===== src/rtl/uart_byte_rx.sv =====
// UART byte receiver: 8N1 framing, 16x oversampling, majority vote at
// ticks 6/7/8 of every bit, selectable baud rate latched at the start edge.
// Outputs are registered; rx_done and frame_err are single-cycle pulses.
module uart_byte_rx #(
    parameter int CLK_HZ = 50_000_000
) (
    input  logic       clk,
    input  logic       rst_n,
    input  logic       rx,
    input  logic [2:0] set_baud,
    output logic [7:0] data_byte,
    output logic       rx_done,
    output logic       frame_err,
    output logic       busy
);

    // Divider lengths (clocks per 16x tick) for each supported baud rate.
    localparam int N_9600   = CLK_HZ / (9600 * 16);
    localparam int N_19200  = CLK_HZ / (19200 * 16);
    localparam int N_38400  = CLK_HZ / (38400 * 16);
    localparam int N_57600  = CLK_HZ / (57600 * 16);
    localparam int N_115200 = CLK_HZ / (115200 * 16);

    // The slowest rate has the largest terminal count.
    localparam int DIV_W = $clog2(N_9600);

    localparam logic [DIV_W-1:0] TC_9600   = DIV_W'(N_9600 - 1);
    localparam logic [DIV_W-1:0] TC_19200  = DIV_W'(N_19200 - 1);
    localparam logic [DIV_W-1:0] TC_38400  = DIV_W'(N_38400 - 1);
    localparam logic [DIV_W-1:0] TC_57600  = DIV_W'(N_57600 - 1);
    localparam logic [DIV_W-1:0] TC_115200 = DIV_W'(N_115200 - 1);

    typedef enum logic [1:0] {
        IDLE,
        START,
        DATA,
        STOP
    } state_t;

    state_t           state;
    logic             rx_s1;
    logic             rx_cur;
    logic             rx_prev;
    logic [2:0]       baud_q;
    logic [DIV_W-1:0] div_cnt;
    logic [DIV_W-1:0] div_tc;
    logic [3:0]       tick_cnt;
    logic [2:0]       bit_cnt;
    logic [1:0]       samp;
    logic [7:0]       shift_reg;
    logic             tick;
    logic             fall;
    logic             maj;

    // Two-flop synchronizer on rx plus a third flop holding the previous value.
    // NOTE: sequential state always uses non-blocking (<=) so every flop
    // samples pre-edge values, exactly as the hardware does.
    always_ff @(posedge clk or negedge rst_n) begin
        if (!rst_n) begin
            rx_s1   <= 1'b1;
            rx_cur  <= 1'b1;
            rx_prev <= 1'b1;
        end else begin
            rx_s1   <= rx;
            rx_cur  <= rx_s1;
            rx_prev <= rx_cur;
        end
    end

    // Terminal count of the tick divider for the baud rate of the current frame.
    // NOTE: the default assignment first keeps this block purely combinational
    // (no latch) whatever the case arms cover.
    always_comb begin
        div_tc = TC_9600;
        case (baud_q)
            3'd1:    div_tc = TC_19200;
            3'd2:    div_tc = TC_38400;
            3'd3:    div_tc = TC_57600;
            3'd4:    div_tc = TC_115200;
            default: div_tc = TC_9600;
        endcase
    end

    assign fall = rx_prev & ~rx_cur;
    assign tick = (state != IDLE) && (div_cnt == div_tc);
    // Majority of the samples taken at ticks 6 and 7 and the live one at tick 8.
    assign maj  = (samp[0] & samp[1]) | (samp[0] & rx_cur) | (samp[1] & rx_cur);

    // Receive FSM with divider, tick/bit counters, shifter and registered outputs.
    always_ff @(posedge clk or negedge rst_n) begin
        if (!rst_n) begin
            state     <= IDLE;
            baud_q    <= 3'd0;
            div_cnt   <= '0;
            tick_cnt  <= 4'd0;
            bit_cnt   <= 3'd0;
            samp      <= 2'b00;
            shift_reg <= 8'h00;
            data_byte <= 8'h00;
            rx_done   <= 1'b0;
            frame_err <= 1'b0;
            busy      <= 1'b0;
        end else begin
            rx_done   <= 1'b0;
            frame_err <= 1'b0;

            if (state == IDLE) begin
                // Divider parked at 0 so tick 0 of the start bit begins at the edge.
                div_cnt  <= '0;
                tick_cnt <= 4'd0;
                bit_cnt  <= 3'd0;
                if (fall) begin
                    state  <= START;
                    busy   <= 1'b1;
                    baud_q <= set_baud;
                end
            end else begin
                if (div_cnt == div_tc) begin
                    div_cnt <= '0;
                end else begin
                    div_cnt <= div_cnt + 1'b1;
                end

                if (tick) begin
                    tick_cnt <= tick_cnt + 4'd1;
                    if (tick_cnt == 4'd6) begin
                        samp[0] <= rx_cur;
                    end
                    if (tick_cnt == 4'd7) begin
                        samp[1] <= rx_cur;
                    end

                    case (state)
                        START: begin
                            if (tick_cnt == 4'd8 && maj) begin
                                // Line back high mid start bit: noise, not a frame.
                                state <= IDLE;
                                busy  <= 1'b0;
                            end else if (tick_cnt == 4'd15) begin
                                state   <= DATA;
                                bit_cnt <= 3'd0;
                            end
                        end
                        DATA: begin
                            if (tick_cnt == 4'd8) begin
                                shift_reg <= {maj, shift_reg[7:1]};
                            end
                            if (tick_cnt == 4'd15) begin
                                if (bit_cnt == 3'd7) begin
                                    state <= STOP;
                                end else begin
                                    bit_cnt <= bit_cnt + 3'd1;
                                end
                            end
                        end
                        STOP: begin
                            // Leave mid stop bit so a start edge right after it is caught.
                            if (tick_cnt == 4'd8) begin
                                state <= IDLE;
                                busy  <= 1'b0;
                                if (maj) begin
                                    data_byte <= shift_reg;
                                    rx_done   <= 1'b1;
                                end else begin
                                    frame_err <= 1'b1;
                                end
                            end
                        end
                        default: state <= IDLE;
                    endcase
                end
            end
        end
    end

endmodule


===== config.mk =====
export PLATFORM = sky130hd
export DESIGN_NAME = uart_byte_rx
export DESIGN_NICKNAME = d
export VERILOG_FILES = /design/src/rtl/uart_byte_rx.sv
export SDC_FILE = /design/constraint.sdc
export NUM_CORES = 1
export LEC_CHECK = 0
export ABC_AREA = 1
export ABC_CLOCK_PERIOD_IN_PS = 1700
export BUFFER_PORTS_ARGS = -buffer_cell sky130_fd_sc_hd__buf_2
export CORE_MARGIN = 2
export CORE_UTILIZATION = 52
export CTS_BUF_LIST = sky130_fd_sc_hd__clkbuf_16
export CTS_CLUSTER_SIZE = 28
export DETAILED_ROUTE_END_ITERATION = 16
export PLACE_DENSITY = 0.73
export SKIP_CTS_REPAIR_TIMING = 1
export SLEW_MARGIN = 5
export SYNTH_ARGS = -nofsm -noshare
export SYNTH_HDL_FRONTEND = slang
export SYNTH_SLANG_ARGS = --single-unit
export TNS_END_PERCENT = 30

===== constraint.sdc =====
create_clock -name clk -period 1.7 [get_ports clk]
set_input_delay 0 -clock clk [delete_from_list [all_inputs] [get_ports clk]]
set_output_delay 0 -clock clk [all_outputs]
set_load 0.02 [all_outputs]

==> summary.log <==
INFO  run_status     result_of_the_run=complete, but fails checks
INFO  run_status     failed_checks=setup timing
INFO  global_routing grt_first_pass_wirelength=8310um
INFO  finish         largest_register_ff_count=9
INFO  clock_network  cts_htree_levels=2
INFO  synth          post_synth.cell_area_avg=7.47um2
INFO  placement      portBuffers=16
INFO  routing        routed-via-count=2207
INFO  global_routing antenna_found_initial=0
INFO  setup_path     critical_path.most_common_cell=sky130_fd_sc_hd__nand2_4
INFO  setup_path     timing.critical_path.fanout_max=8
INFO  floorplan      initial_utilization=54.2%
INFO  setup_path     worst_setup_path_end_kind=flop
INFO  power          leakage=1.76nW
INFO  setup_path     timing.critical_path.slowest_cell_delay=0.46ns
INFO  routing        routed_wirelength=5320um
INFO  finish         ant_diodes=0
INFO  floorplan      die_area=5540um2
INFO  clock_network  clock_buffer_count_from_cts=5
INFO  synth          synth-seq-cells=45
INFO  synth          synthFlopType=sky130_fd_sc_hd__dfrtp_1
INFO  placement      finalWeightedCongestion=0.833
INFO  setup_path     cp-startpoint=baud_q[0]
INFO  finish         finalCoreUtilization=68.7%
INFO  synth          synth_nets=362
INFO  synth          synth_area=2580um2
INFO  setup_path     data_required_time_of_the_critical_path=1.88ns
INFO  sta            rsz0062_at_grt=yes
INFO  floorplan      rows=25
INFO  sta            min_clock_period_post_route=1.89ns
INFO  routing        viasPerCell=4.77
INFO  synth          synthesis.yosys.warnings=0
INFO  setup_path     setup.worst_path.start_class=flop
INFO  global_routing grt_overflow_total=0
INFO  finish         drive_above_1_share=26.3%
INFO  setup_path     cp_cell_sequence=nor2_4 -> nand2_4 -> nand2_4 -> nand2_2 -> nand2_2 -> nand2_4 -> nor2_4 -> buf_6 -> nand4_4 -> nor2_1 -> nor2_2
INFO  sta            final-max-slew-violation-count=0
INFO  sta            worst_slack=-0.188ns
INFO  power          max_ir_drop_vdd=728uV
INFO  setup_path     critPathArrivalTime=2.07ns
INFO  sta            final_period_utilization=111%
INFO  global_routing grt_use_total=19.6%
INFO  global_routing grt_pass1_vias=1985
INFO  floorplan      placeableCoreArea=4750um2
INFO  finish         final_common_cell=sky130_fd_sc_hd__nand2_1
INFO  routing        drt_first_pass_iters=4
INFO  clock_network  ctsLongestPathBuffers=2
INFO  global_routing grt_start_max_net_pins=24
INFO  routing        drt.antenna.violating_nets=0
INFO  synth          synth.distinct_cells=28
INFO  clock_network  ctsRootBufferMaster=sky130_fd_sc_hd__clkbuf_16
INFO  routing        routedWlPerCell=11.5um
INFO  sta            timing.final.setup_violations=39
INFO  synth          synthArstFlopShare=100%
INFO  floorplan      die_w=74.4um
INFO  hold_path      worst_hold_path_type=in -> async
INFO  sta            worst_slew_margin_rel=62.7%
INFO  clock_network  cts_tree=yes
INFO  clock_network  numClockSinks=45
INFO  setup_path     regToRegStartpoint=baud_q[0]
INFO  clock_network  clkTransAtPathRegs=0.06ns
INFO  sta            tightest_hold_margin=0.237ns
INFO  placement      dp.final_hpwl=3660um
INFO  clock_network  clock_latency_on_the_worst_skew_pair=0.29ns
INFO  synth          synth_enable_flop_cells=0
INFO  routing        drc=0
INFO  synth          syn-instance-count=345
INFO  setup_path     cp_slowest_cell=sky130_fd_sc_hd__dfrtp_2
INFO  finish         layout-area-overhead-vs-synth=26.7%
INFO  flow_run       maxCapViolCount=0
INFO  routing        initialDrtViolationCount=162
INFO  power          power=4.46mW
INFO  setup_path     crit_buf_inv=1
INFO  finish         final_nets=412
INFO  finish         layout.cells.most_common_list=sky130_fd_sc_hd__nand2_1 (77), sky130_fd_sc_hd__inv_1 (68), sky130_fd_sc_hd__dfrtp_1 (40), sky130_fd_sc_hd__nor2_1 (34), sky130_fd_sc_hd__nand3_1 (27)
INFO  sta            fin_tns_setup=-2.39ns
INFO  sta            worst_slew_pin_slew=0.559ns
INFO  setup_path     timing_worst_setup_path_type=reg -> reg
INFO  sta            timing.clock.skew=0.00875ns
INFO  sta            fmax=530MHz
INFO  sta            final_hold_viol_count=0
INFO  floorplan      io_pins=17
INFO  floorplan      die_height=74.4um
INFO  power          power_density_normalized_to_cell_area=1360nW/um2
INFO  synth          synth.yosys.seq_area_share=43.8%
INFO  setup_path     worst_path_dominant_cell_family=simple AND/OR/NAND/NOR gates
[cell usage after synthesis (3+ instances only)]
| cell | instances | area share [%] |
|---|---|---|
| sky130_fd_sc_hd__nor2_1 | 42 | 6.1 |
| sky130_fd_sc_hd__o21ai_1 | 5 | 0.97 |
| sky130_fd_sc_hd__nand2_2 | 7 | 1.7 |
| sky130_fd_sc_hd__nor2_2 | 4 | 0.97 |
| sky130_fd_sc_hd__nand3_1 | 30 | 5.8 |
| sky130_fd_sc_hd__ha_1 | 11 | 5.3 |
| sky130_fd_sc_hd__inv_1 | 71 | 10 |
| sky130_fd_sc_hd__nand2_1 | 86 | 13 |
| sky130_fd_sc_hd__nand4_1 | 3 | 0.73 |
| sky130_fd_sc_hd__xor2_1 | 3 | 1.0 |
| sky130_fd_sc_hd__o21ai_0 | 10 | 1.9 |
| sky130_fd_sc_hd__a21oi_1 | 5 | 0.97 |
| sky130_fd_sc_hd__dfrtp_1 | 42 | 41 |
| sky130_fd_sc_hd__nor3_1 | 4 | 0.78 |
| sky130_fd_sc_hd__dfstp_2 | 3 | 3.1 |
[per-layer routing]
metal	share of wire (%)	GRT usage [%]
met2	49	33.2
met1	46	24.5
met4	1.3	7.14
met3	3.7	4.20
met5	0	0
[power by group]
part / switching (mW) / internal (mW) / leakage, nW
combinational: 1.34 / 0.839 / 1.08
sequential: 0.123 / 1.18 / 0.606
clock: 0.418 / 0.547 / 0.0702
[metrics by stage]
step	setup slack, ns	cell area (um2)	instances
finish	-0.188	3270	463
global route	-0.318	3270	463
floorplan	0.0164	2580	345
CTS	-0.132	3040	455
detailed placement	-0.0874	2890	447
global placement	-0.0591	2890	447
[worst paths after layout]
kind	end	slack [ns]	depth (start not counted)
max in group asynchronous	rx_prev	0.87	3
worst max register to register	data_byte[3]	-0.19	11
worst min register to register	rx_cur	0.36	0
min in group clk	rx_s1	0.35	2
worst min-delay path	div_cnt[6]	0.24	2
worst max-delay path	data_byte[3]	-0.19	11
[cell type report]
class / count / area, um2
clock buffers: 5 / 125
flip-flops and latches: 45 / 1130
fillers: 387 / 1490
repair buffers: 45 / 334
inverters: 73 / 280
clock inverters: 3 / 21.3
multi-input cells: 225 / 1290
well taps: 67 / 83.8
[logic make-up (layout without fill, tap and decap cells)]
family | Yosys count | count (layout) | share of synthesized area, %
AO/OA/AOI/OAI | 22 | 22 | 4.51
XOR/XNOR | 3 | 3 | 1.02
adder cells (fa/ha/maj) | 11 | 11 | 5.34
buffers and inverters | 76 | 126 | 11.7
flip-flops | 45 | 45 | 43.8
AND/OR/NAND/NOR | 188 | 189 | 33.6
(Power assumes the default switching activity.)
